--- src/rtl/mem_port_arbiter.sv ---
// Two-requester arbiter for the single LC-3b memory port: a read-only fetch
// port and a read/write data port. Ties alternate, and the memory request is registered.
module mem_port_arbiter #(
    parameter int ADDR_W = 16,
    parameter int DATA_W = 16
) (
    input  logic              clk,
    input  logic              reset_n,
    input  logic              i_read,
    input  logic [ADDR_W-1:0] i_address,
    output logic              i_resp,
    output logic [DATA_W-1:0] i_rdata,
    input  logic              d_read,
    input  logic              d_write,
    input  logic [1:0]        d_byte_enable,
    input  logic [ADDR_W-1:0] d_address,
    input  logic [DATA_W-1:0] d_wdata,
    output logic              d_resp,
    output logic [DATA_W-1:0] d_rdata,
    output logic              mem_read,
    output logic              mem_write,
    output logic [1:0]        mem_byte_enable,
    output logic [ADDR_W-1:0] mem_address,
    output logic [DATA_W-1:0] mem_wdata,
    input  logic              mem_resp,
    input  logic [DATA_W-1:0] mem_rdata
);

    typedef enum logic [1:0] {IDLE, I_BUSY, D_BUSY} state_t;

    localparam logic GRANT_I = 1'b0;
    localparam logic GRANT_D = 1'b1;

    state_t state_reg;
    logic   last_grant_reg;
    logic   i_req;
    logic   d_req;
    logic   grant_i;
    logic   grant_d;

    assign i_req   = i_read;
    assign d_req   = d_read | d_write;
    // On a tie the side that did not win last time goes first.
    assign grant_i = i_req & (~d_req | (last_grant_reg == GRANT_D));
    assign grant_d = d_req & ~grant_i;

    assign i_resp  = (state_reg == I_BUSY) & mem_resp;
    assign d_resp  = (state_reg == D_BUSY) & mem_resp;
    assign i_rdata = mem_rdata;
    assign d_rdata = mem_rdata;

    always_ff @(posedge clk or negedge reset_n) begin
        if (!reset_n) begin
            state_reg       <= IDLE;
            last_grant_reg  <= GRANT_D;
            mem_read        <= 1'b0;
            mem_write       <= 1'b0;
            mem_address     <= '0;
            mem_wdata       <= '0;
            mem_byte_enable <= 2'b11;
        end else begin
            case (state_reg)
                IDLE: begin
                    if (grant_i) begin
                        state_reg       <= I_BUSY;
                        last_grant_reg  <= GRANT_I;
                        mem_read        <= 1'b1;
                        mem_write       <= 1'b0;
                        mem_address     <= i_address;
                        mem_wdata       <= '0;
                        mem_byte_enable <= 2'b11;
                    end else if (grant_d) begin
                        // A simultaneous read and write is treated as a write.
                        state_reg       <= D_BUSY;
                        last_grant_reg  <= GRANT_D;
                        mem_read        <= d_read & ~d_write;
                        mem_write       <= d_write;
                        mem_address     <= d_address;
                        mem_wdata       <= d_wdata;
                        mem_byte_enable <= d_byte_enable;
                    end
                end
                I_BUSY, D_BUSY: begin
                    if (mem_resp) begin
                        state_reg <= IDLE;
                        mem_read  <= 1'b0;
                        mem_write <= 1'b0;
                    end
                end
                default: begin
                    state_reg <= IDLE;
                    mem_read  <= 1'b0;
                    mem_write <= 1'b0;
                end
            endcase
        end
    end

endmodule
--- config.mk ---
export PLATFORM = sky130hd
export DESIGN_NAME = mem_port_arbiter
export DESIGN_NICKNAME = d
export VERILOG_FILES = /design/src/rtl/mem_port_arbiter.sv
export SDC_FILE = /design/constraint.sdc
export NUM_CORES = 1
export LEC_CHECK = 0
export CAP_MARGIN = 30
export CORE_UTILIZATION = 31
export CTS_CLUSTER_DIAMETER = 40
export DETAILED_ROUTE_END_ITERATION = 8
export PLACE_DENSITY_LB_ADDON = 0.05
export SLEW_MARGIN = 5
export SYNTH_ARGS = -nofsm -noshare
export SYNTH_HDL_FRONTEND = slang
export SYNTH_SLANG_ARGS = --single-unit
--- constraint.sdc ---
create_clock -name clk -period 1.4 [get_ports clk]
set_input_delay 0.42 -clock clk [delete_from_list [all_inputs] [get_ports clk]]
set_output_delay 0.42 -clock clk [all_outputs]
set_load 0.05 [all_outputs]
Word-level counts from Yosys, hierarchy flattened
Cells that the tools add are included.

storage, ports and cells
  output and inout bits = 70
  bits in latches = 0
  word-level logic and storage cells = 45
  RAM bits = 0
  bits in registers = 39
  memory bits (read-only) = 0
  memories kept = 0

operators by class
  reduce and logical (&&, ||, !) cells = 5
  bitwise logic cells = 10
  multiplexer cells = 19
  $add $sub $neg = 0
  order comparisons = 0
  eq/ne operators = 4
  shifts and indexed selects = 0
  $mul = 0
  divide/modulo/power cells = 0

operators by type and width
  kind                                                                    count
  16-bit two-way mux                                                      4
  2-bit two-way mux                                                       5
  1-bit two-way mux                                                       7
  1-bit bitwise AND                                                       5
  1-bit one-hot mux with 2 select lines                                   2
  2-bit one-hot mux with 2 select lines                                   1
  2-bit AND reduction                                                     2
  3-bit != test (second input constant)                                   1
  1-bit inverter                                                          3
  2-bit by 1-bit equality test with 1-bit output (second input constant)  1
  2-bit equality test (second input constant)                             1
  2-bit logical NOT                                                       1
  2-bit != test (second input constant)                                   1
  1-bit bitwise OR                                                        2
  2-bit nonzero test                                                      1
  2-bit OR reduction                                                      1

Depth between registers and ports, before layout
  depth in word-level cells = 9
  gate-level depth with buffers = 7
  gate-level depth less buffers = 5

Worst setup path before layout
Ideal clock, no wire load.

  kind = input port to flip-flop
  start point = input port d_write
  end point = register mem_wdata[0]
  path slack = -97 ps
  setup time = 121 ps
  arrival = 1376 ps
  data required time = 1279 ps
  stages on the path = 5
  buffers on the path = 2
  cell sequence = buf_2 -> o31ai_4 -> a21oi_2 -> buf_6 -> a22o_1

on the way
  word-level cells in the longest chain between the ends = 8
  elaborated cells on any way between the ends = 9
  those cells by class = 1 x mux; 6 x bitwise; 2 x reduce/logical

ends and longest elaborated chain
  what                                  line  RTL
  from (decl)                           14    input logic d_write,
  1-bit bitwise OR (*)                  42    assign d_req = d_read | d_write;
  1-bit inverter                        44    assign grant_i = i_req & (~d_req | (last_grant_reg == GRANT_D));
  1-bit bitwise OR                      44
  1-bit bitwise AND                     44
  1-bit inverter                        45    assign grant_d = d_req & ~grant_i;
  1-bit bitwise AND                     45
  2-bit nonzero test (no source line)   n/a
  2-bit AND reduction (no source line)  n/a
  to (signal assigned)                  79    mem_wdata <= d_wdata;
  to (decl)                             24    output logic [DATA_W-1:0] mem_wdata,

Mark *: on every way between the ends. The rest lies on a longest branch, timed or not.
A chain may end at the register's enable or synchronous reset.

Worst setup path in the final report
  start point = register state_reg[1]
  end point = output port i_resp

on the way
  word-level cells in the longest chain between the ends = 2

ends and longest elaborated chain
  what                                            line  RTL
  from (decl)                                     34    state_t state_reg;
  from (signal assigned)                          54    state_reg <= IDLE;
  from (signal assigned)                          65    state_reg <= I_BUSY;
  from (signal assigned)                          74    state_reg <= D_BUSY;
  2-bit by 1-bit equality test with 1-bit output  47    assign i_resp = (state_reg == I_BUSY) & mem_resp;
  1-bit bitwise AND                               47
  to (decl)                                       11    output logic i_resp,

No other way between the ends.

==> out/metrics.yaml <==
ys_ff_latch: 39
fmax_ghz: 0.622
cp_slowest_cell: "dfrtp_2"
htreeDepth: 2
core.rowCount: 28
fillCellCount: 510
hold_viol: 0
status: "finished, violations left"
clock_skew_ps: 11.0
worstPathArrival_ps: 1190
synth-edff-count: 0
nets: 354
clockRootBuffer: "clkbuf_8"
grt_start_max_net_pins: 40
ir_worst_vdd_mv: 1.44
p_int_mw: 5.94
syn-num-nets: 270
syn_area_per_cell_um2: 10.1
routedWlPerCell_um: 16.4
synth_flop_cell: "dfrtp_1"
layout_common_cells: "clkdlybuf4s50_1 (50), buf_12 (43), dfrtp_1 (35), a22o_1 (18), o21ai_0 (16)"
gr-usage-met3: 0.0633
timing.rr.start: "state_reg[1]$_DFFE_PN0P_"
cts_buffers: 5
antenna_found_initial: 0
sw_frac_of_total: 0.434
ant_nets: 0
top_usage_layer: "met2"
grt_setup_unrepaired: "yes"
power.share.sequential: 0.221
cts_tree: "yes"
grtUsageMet1: 0.199
drt_wl_total_um: 5830
cts_hold_buf: 0
clockBufferDepth: 2
clock-sinks: 39
synth.distinct_cells: 27
critPathLaunchType: "register"
p_per_area_nw_per_um2: 2810
critPathMaxStageDelay_ps: 410
p_leak_nw: 1.57
worst_pin_slew_ps: 335
worstPathMaxFanout: 3
grt_use_met2: 0.265
layout_commonest_cell: "clkdlybuf4s50_1"
relSlewSlack: 0.776
die_h_um: 81.8
die-area_um2: 6690
max-cap-violations: 0
worstRegToRegCells: 9
cp_num_buf_inv: 2
cts.reportedPaths.clkPinSlew_ps: 80
post-route-period-util: 1.15
r2r-end: "mem_address[0]$_DFFE_PN0P_"
grt_pass1_wl_um: 8420
drive_above_1_share: 0.393
end_kind: "output pin"
violations: "negative setup slack"
combPwrFrac: 0.700
port_buffers: 93
num_vias: 1739
async_flop_share: 1.00
place_congestion: 0.718
setup_violations: 41
drt-pass1-iter-count: 4
routed_via_density: 4.90
crit_cells: 4
clkPwrFrac: 0.078
switchingPower_mw: 4.55
core-area_um2: 6030
critical_path_class: "reg -> out"
crit_family: "flip-flops"
drtIter0Drc: 72
hold_path_class: "in -> async"
overflow: 0
regToRegSetupSlack_ps: -120
slew_viol_final: 0
synthTopCellsByArea: "dfrtp_1 (46%), buf_4 (12%), a22o_1 (8.0%)"
num_antenna_cells: 0
clk_latency_ps: 290
yosysTopAreaCell: "dfrtp_1"
layout_min_cycle_time_ps: 1610
start_util: 0.328
cp.required_ps: 980
synth_sequential_area_ratio: 0.496
grt_pass1_vias: 1727
synth_area_um2: 1970
io_pins: 142
syn_to_final_growth_pct: 89.2
die_w_um: 81.8
crit_chain: "inv_2 > ha_1 > and2_4 > buf_12"
grtUsageTotal: 0.168
yosysWarnings: 0
syn_inst: 195
drc: 0
synth_top_area_frac: 0.456
largest_registers: "mem_address (16), mem_wdata (16)"
worst_slack_ps: -208
hpwlAfterDp_um: 3760
fin_hold_ws_ps: 84.3
total_power_mw: 10.5
-- area by class of cell --
type                    count  area [µm²]  area share
clock buffers               8         100      0.0268
inverters                   6        22.5     0.00603
multi-input cells         105         872       0.233
flip-flops and latches     39         981       0.263
well taps                  75        93.8      0.0251
repair buffers            122        1670       0.446
-- stage by stage --
stage	util	cells	setup slack, ps	setup TNS [ps]	cell area, µm²
after global placement	0.537	333	-558	-20800	3230
after global routing	0.620	355	-263	-6240	3740
after detailed placement	0.537	333	-572	-21550	3230
after floorplan	-	195	-37.9	-539	2020
final	0.620	355	-208	-3700	3740
after CTS	0.577	350	-211	-2590	3480
-- how the worst max path moves through the flow --
stage	startpoint	to	slack, ps
after global placement	d_write	mem_address[15]$_DFFE_PN0P_	-560
after global routing	state_reg[1]$_DFFE_PN0P_	i_resp	-260
after detailed placement	d_read	mem_wdata[4]$_DFFE_PN0P_	-570
final	state_reg[1]$_DFFE_PN0P_	i_resp	-210
after CTS	state_reg[0]$_DFFE_PN0P_	d_resp	-210
after floorplan	d_read	mem_wdata[0]$_DFFE_PN0P_	-40
-- per-layer routing --
layer / vias up / part of all wire / wire length (µm)
met5: - / 0 / 0
met4: 0 / 0.024 / 140
met3: 22 / 0.093 / 541
met2: 75 / 0.46 / 2660
met1: 811 / 0.43 / 2490
li1: 831 / - / -
-- power groups by stage --
stage                     combinational, mW  clock, mW  sequential (mW)
final                                  7.34      0.822             2.32
after global routing                   7.69      0.913             2.39
after CTS                              6.62      0.849             2.29
after floorplan                        1.83          0             3.69
after detailed placement               6.07          0             2.28
after global placement                 6.03          0             2.29
-- cell usage after synthesis (2+ instances only) --
cell,instances
a21o_1,2
a21oi_1,18
a22o_1,18
a31oi_1,16
a32o_1,2
and2_1,2
buf_2,7
buf_4,32
clkbuf_1,3
dfrtp_1,36
dfstp_2,3
ha_1,3
inv_1,6
nor2_1,19
o21ai_0,16
-- timing repair --
| action | 4_1_cts | 5_1_grt |
|---|---|---|
| pin swaps | 16 | 4 |
| cloned | 1 | 3 |
| endpoints found under the setup margin | 43 | 43 |
| resized for setup | 17 | 32 |
| buffers inserted | 8 | 2 |
-- cells by family (layout without fill, tap and decap cells) --
kind of cell / after synthesis / count (layout) / share of synthesized area
AOI/OAI and AO/OA: 78 / 78 / 0.268
buffers and inverters: 51 / 136 / 0.167
DFF: 39 / 39 / 0.496
and+or+nand+nor: 24 / 24 / 0.0501
adders and majority gates: 3 / 3 / 0.0190
No activity file was read; power rests on OpenSTA's default activity.
